[src/rtl/ibus_spi_flash.sv]
// Read-only iBus slave: serves each 32-bit fetch with a SPI NOR READ (0x03),
// a 24-bit address and 32 data bits, then pulses wb_ack for one cycle.
module ibus_spi_flash #(
    parameter int unsigned CLK_DIV      = 1,
    parameter logic [23:0] FLASH_OFFSET = 24'h100000,
    parameter int unsigned CS_GAP       = 2
) (
    input  logic        wb_clk,
    input  logic        wb_rst,
    input  logic        wb_cyc,
    input  logic [31:0] wb_adr,
    output logic        wb_ack,
    output logic [31:0] wb_rdt,
    output logic        spi_cs_n,
    output logic        spi_sck,
    output logic        spi_mosi,
    input  logic        spi_miso
);

    localparam int unsigned      DIV_W    = (CLK_DIV > 1) ? $clog2(CLK_DIV) : 1;
    localparam int unsigned      GAP_W    = $clog2(CS_GAP + 1);
    localparam logic [DIV_W-1:0] DIV_LAST = DIV_W'(CLK_DIV - 1);
    localparam logic [GAP_W-1:0] GAP_INIT = GAP_W'(CS_GAP);
    localparam logic [7:0]       CMD_READ = 8'h03;

    typedef enum logic [1:0] {IDLE, SHIFT, ACK, GAP} state_t;

    state_t           state, state_nx;
    logic [63:0]      shreg, shreg_nx;
    logic [31:0]      rx, rx_nx;
    logic [6:0]       bit_cnt, bit_cnt_nx;
    logic [DIV_W-1:0] div_cnt, div_cnt_nx;
    logic [GAP_W-1:0] gap_cnt, gap_cnt_nx;
    logic             ack_nx;
    logic [31:0]      rdt_nx;
    logic             cs_n_nx, sck_nx, mosi_nx;

    logic [23:0]      flash_adr;
    logic             tick, last_bit;
    logic             unused_adr;

    // 24-bit add: carry out of bit 23 is dropped so the image offset wraps.
    assign flash_adr  = {wb_adr[23:2], 2'b00} + FLASH_OFFSET;
    assign tick       = (div_cnt == DIV_LAST);
    assign last_bit   = (bit_cnt == 7'd63);
    assign unused_adr = ^{wb_adr[31:24], wb_adr[1:0]};

    always_ff @(posedge wb_clk) begin
        if (wb_rst) begin
            state    <= GAP;
            gap_cnt  <= GAP_INIT;
            shreg    <= '0;
            rx       <= '0;
            bit_cnt  <= '0;
            div_cnt  <= '0;
            wb_ack   <= 1'b0;
            wb_rdt   <= '0;
            spi_cs_n <= 1'b1;
            spi_sck  <= 1'b0;
            spi_mosi <= 1'b0;
        end else begin
            state    <= state_nx;
            gap_cnt  <= gap_cnt_nx;
            shreg    <= shreg_nx;
            rx       <= rx_nx;
            bit_cnt  <= bit_cnt_nx;
            div_cnt  <= div_cnt_nx;
            wb_ack   <= ack_nx;
            wb_rdt   <= rdt_nx;
            spi_cs_n <= cs_n_nx;
            spi_sck  <= sck_nx;
            spi_mosi <= mosi_nx;
        end
    end

    always_comb begin
        state_nx = state;
        case (state)
            IDLE: begin
                if (wb_cyc) state_nx = SHIFT;
            end
            SHIFT: begin
                if (!wb_cyc)                          state_nx = GAP;
                else if (tick && spi_sck && last_bit) state_nx = ACK;
            end
            ACK: begin
                state_nx = GAP;
            end
            GAP: begin
                if (gap_cnt <= GAP_W'(1)) state_nx = IDLE;
            end
        endcase
    end

    always_comb begin
        shreg_nx   = shreg;
        rx_nx      = rx;
        bit_cnt_nx = bit_cnt;
        div_cnt_nx = div_cnt;
        gap_cnt_nx = gap_cnt;
        ack_nx     = 1'b0;
        rdt_nx     = '0;
        cs_n_nx    = 1'b1;
        sck_nx     = 1'b0;
        mosi_nx    = 1'b0;
        case (state)
            IDLE: begin
                if (wb_cyc) begin
                    shreg_nx   = {CMD_READ, flash_adr, 32'h0};
                    bit_cnt_nx = '0;
                    div_cnt_nx = '0;
                    cs_n_nx    = 1'b0;
                    mosi_nx    = CMD_READ[7];
                end
            end
            SHIFT: begin
                if (!wb_cyc) begin
                    gap_cnt_nx = GAP_INIT;
                end else begin
                    cs_n_nx    = 1'b0;
                    sck_nx     = spi_sck;
                    mosi_nx    = spi_mosi;
                    div_cnt_nx = tick ? '0 : div_cnt + 1'b1;
                    if (tick && !spi_sck) begin
                        sck_nx = 1'b1;
                        // bit_cnt 32..63 is the data phase
                        if (bit_cnt[5]) rx_nx = {rx[30:0], spi_miso};
                    end else if (tick) begin
                        sck_nx = 1'b0;
                        if (last_bit) begin
                            cs_n_nx = 1'b1;
                            mosi_nx = 1'b0;
                        end else begin
                            bit_cnt_nx = bit_cnt + 7'd1;
                            shreg_nx   = {shreg[62:0], 1'b0};
                            // low 32 bits of shreg are zero, so mosi idles low in the data phase
                            mosi_nx    = shreg[62];
                        end
                    end
                end
            end
            ACK: begin
                ack_nx     = 1'b1;
                // first byte on the wire lands in [7:0]
                rdt_nx     = {rx[7:0], rx[15:8], rx[23:16], rx[31:24]};
                gap_cnt_nx = GAP_INIT;
            end
            GAP: begin
                gap_cnt_nx = gap_cnt - 1'b1;
            end
        endcase
    end

endmodule
[config.mk]
export PLATFORM = sky130hd
export DESIGN_NAME = ibus_spi_flash
export DESIGN_NICKNAME = d
export VERILOG_FILES = /design/src/rtl/ibus_spi_flash.sv
export SDC_FILE = /design/constraint.sdc
export NUM_CORES = 1
export LEC_CHECK = 0
export CAP_MARGIN = 30
export CELL_PAD_IN_SITES_DETAIL_PLACEMENT = 1
export CELL_PAD_IN_SITES_GLOBAL_PLACEMENT = 2
export CORE_MARGIN = 1.5
export CORE_UTILIZATION = 34
export CTS_CLUSTER_DIAMETER = 80
export DETAILED_ROUTE_END_ITERATION = 10
export PLACE_DENSITY_LB_ADDON = 0.05
export SLEW_MARGIN = 20
export SYNTH_ARGS = -nofsm -noshare
export SYNTH_HDL_FRONTEND = slang
export SYNTH_SLANG_ARGS = --single-unit
export TNS_END_PERCENT = 20
[constraint.sdc]
create_clock -name wb_clk -period 4 [get_ports wb_clk]
set_input_delay 1 -clock wb_clk [delete_from_list [all_inputs] [get_ports wb_clk]]
set_output_delay 1 -clock wb_clk [all_outputs]
set_load 0.02 [all_outputs]
==> impl_metrics.csv <==
group,metric,value,unit
clock_network,tritoncts,"built",
worst_setup_path,crit_required,4.26,ns
clock_network,hold_buf_cts,0,
global_routing,gr-usage-all-layers,0.149,
final_layout,final_layout_size_suffix_gt1_frac,0.0774,
worst_setup_path,timing.critical_path.to_type,"flip-flop",
synthesis,number_of_enable_flip_flop_cells_after_synthesis,0,
sta,slew-limit-headroom,0.522,
synthesis,post_synth.cell_area_avg,9.50,µm²
worst_setup_path,critical-path-slowest-cell,"sky130_fd_sc_hd__buf_4",
synthesis,synthDominantAreaCellType,"sky130_fd_sc_hd__dfxtp_1",
synthesis,ys.flop_type,"sky130_fd_sc_hd__dfxtp_1",
sta,fin_setup_tns,0,ns
run_status,run_status,"completed",
final_layout,seq_area,2160,µm²
final_layout,syn2layout_area_growth,26.3,%
worst_setup_path,crit_arrival,2.74,ns
sta,fin_hold_ws,0.453,ns
place,gp_congestion,0.678,
die,floorplan.die.height,112,µm
global_routing,grt_remaining_overflow,0,
die,fp-row-count,39,
routing,routed-via-count,3069,
clock_network,cts_made_buffers,9,
clock_network,root_buffer,"sky130_fd_sc_hd__clkbuf_16",
routing,wirelength,8.57,mm
place,port_buffers,61,
worst_setup_path,timing.setup.critical_path_class,"flip-flop to flip-flop",
place,dp_hpwl,5.53,mm
power,vdd.ir_drop.worst,0.215,mV
clock_network,path_clk_slew,0.07,ns
global_routing,grt_pass1_wl,15.1,mm
min_path,worst_hold_path_type,"flip-flop to flip-flop",
clock_network,cts_resized,0,
die,fp.coreArea,11500,µm²
worst_setup_path,cpPeakStageDelay,0.43,ns
die,floorplan.die.width,112,µm
run,maxCapViolations,0,
synthesis,netlist_area,4010,µm²
synthesis,ys.warnings.count,0,
die,die_area,12500,µm²
sta,fin_hold_viols,0,
global_routing,vias_in_the_first_global_route,3114,
routing,routedWlPerCell,13.8,µm
routing,route.detailed.drc,0,
final_layout,area_taken_by_multi_input_logic_gates,1690,µm²
final_layout,antenna_cells_inserted,0,
sta,finalWorstPathRequiredPeriod,2.48,ns
sta,number_of_slew_limit_violations_in_the_final_report,0,
worst_setup_path,startpoint_type,"flip-flop",
clock_network,htree_num_levels,3,
synthesis,yosys-top-cells-area,"sky130_fd_sc_hd__dfxtp_1 (54%), sky130_fd_sc_hd__nand2_1 (7.0%), sky130_fd_sc_hd__and2_1 (5.0%)",
synthesis,synth-seq-area-share,0.539,
power,power_per_standard_cell_area,512,nW/µm²
synthesis,synth_top_area_share,0.539,
clock_network,cts.sink_count,108,
routing,drtIter0Drc,68,
sta,timing.final.setup_violations,0,
global_routing,grt_antenna_before_repair,0,
final_layout,layout.filler_cells,1290,
die,starting_utilization_of_the_core_area,0.350,
clock_network,insertion_delay,0.35,ns
routing,detail-route-antenna-nets,0,
synthesis,syn_nets,466,
synthesis,synthesis.instances,422,
synthesis,synth.lib_cells_used.distinct,47,
worst_setup_path,critical_path.cell_chain,"inv_1 -> ha_1 -> buf_4 -> and2_0 -> and3_1 -> buf_4 -> nand2_1 -> a21oi_1",
global_routing,grt_start_max_net_pins,67,
worst_setup_path,cp_common_cell,"sky130_fd_sc_hd__buf_4",
die,io_pins,72,
sta,achievable-frequency,404,MHz
routing,vias_per_cell,4.94,
synthesis,ys_ff_latch,108,
sta,skew,0.00511,ns
sta,final.period_utilization,0.619,
clock_network,cts_setup_buffers,0,
clock_network,cts_max_path_buffers,2,
sta,worstMarginPinSlew,0.717,ns
worst_setup_path,critical_path_peak_fanout,32,
synthesis,async_reset_ff_frac,0,
routing,drt_pass1_iterations,4,
final_layout,finish.net_count,517,
sta,grt_setup_unrepaired,"false",
power,total_leakage_power,1.79,nW
[worst max-delay path, delay by kind of cell, from the launching register on]
kind | cells | cell delay [ns]
flip-flops | 1 | 0.34
AND/OR/NAND/NOR | 3 | 0.69
AO/OA/AOI/OAI | 1 | 0.17
buffers and inverters | 3 | 0.88
adder cells (fa/ha/maj) | 1 | 0.31
[kinds of logic (layout without fill, tap and decap cells)]
group,count (synthesis),in the layout,synth area share
simple gates,158,158,0.185
flops,108,108,0.539
compound gates,90,90,0.155
buf+inv,36,92,0.0409
mux,19,19,0.0474
fa+ha+maj,8,8,0.0250
xor+xnor,3,3,0.00656
[cells in the final DEF (no fill, tap or decap), types with 7 or more instances in the layout]
| cell type | count |
|---|---|
| sky130_fd_sc_hd__a21oi_1 | 37 |
| sky130_fd_sc_hd__dfxtp_1 | 108 |
| sky130_fd_sc_hd__a211oi_1 | 21 |
| sky130_fd_sc_hd__clkdlybuf4s50_1 | 60 |
| sky130_fd_sc_hd__clkbuf_16 | 9 |
| sky130_fd_sc_hd__inv_1 | 8 |
| sky130_fd_sc_hd__mux2i_1 | 19 |
| sky130_fd_sc_hd__ha_1 | 8 |
| sky130_fd_sc_hd__and2_1 | 32 |
| sky130_fd_sc_hd__nand2_1 | 75 |
| sky130_fd_sc_hd__nor2_1 | 27 |
| sky130_fd_sc_hd__o21ai_0 | 7 |
[report_power, final]
part           switching [W]  total [W]  internal [W]  leakage, nW
clock               0.000414   0.000988      0.000574        0.165
sequential         0.0000370    0.00117       0.00113        0.872
combinational       0.000243   0.000440      0.000197        0.755
total               0.000694    0.00259       0.00190         1.79
[layer usage]
| metal | GRT usage | part of all wire | vias to the layer above |
|---|---|---|---|
| met5 | 0 | 0 | - |
| li1 | - | - | 1541 |
| met4 | 0.0658 | 0.015 | 0 |
| met2 | 0.255 | 0.48 | 46 |
| met1 | 0.181 | 0.48 | 1472 |
| met3 | 0.0283 | 0.031 | 10 |
[path summary, 6_finish.rpt]
kind / slack [ns] / start / depth (start not counted) / end
worst min register to register: 0.45 / rx[31]$_SDFFE_PP0P_ / 2 / rx[31]$_SDFFE_PP0P_
worst max-delay path: 1.52 / state[1]$_SDFFE_PP1P_ / 8 / rx[13]$_SDFFE_PP0P_
worst min-delay path: 0.45 / rx[31]$_SDFFE_PP0P_ / 2 / rx[31]$_SDFFE_PP0P_
worst max register to register: 1.52 / state[1]$_SDFFE_PP1P_ / 8 / rx[13]$_SDFFE_PP0P_
[stage by stage]
step	cells	util	area (µm²)	worst slack (ns)	total power, W
after floorplan	422	-	4010	2.02	0.00152
after global placement	604	0.411	4710	1.25	0.00162
after detailed placement	605	0.412	4730	1.19	0.00164
after CTS	621	0.441	5060	1.51	0.00264
after global routing	621	0.441	5060	1.28	0.00274
final	621	0.441	5060	1.52	0.00259
[cell usage after synthesis (all sizes together) (4+ instances only)]
cell and count:
a211oi 22, a21oi 37, and2 33, buf 14, clkbuf 14, dfxtp 108
ha 8, inv 8, mux2i 19, nand2 75, nand3 5, nor2 27
nor3 4, o21ai 7, o221a 6
[registers in the layout, indices dropped and copies added (netlist names)]
name	count
spi_mosi	1
bit_cnt	7
wb_ack	1
rx	32
gap_cnt	2
spi_cs_n	1
state	2
wb_rdt	32
spi_sck	1
shreg	29
[layout make-up]
type,count,area share
inverters,8,0.00593
repair buffers,68,0.131
clock buffers,10,0.0472
flip-flops and latches,108,0.427
multi-input cells,278,0.334
clock inverters,6,0.0185
well taps,143,0.0353
No activity file was read; power rests on OpenSTA's default activity.
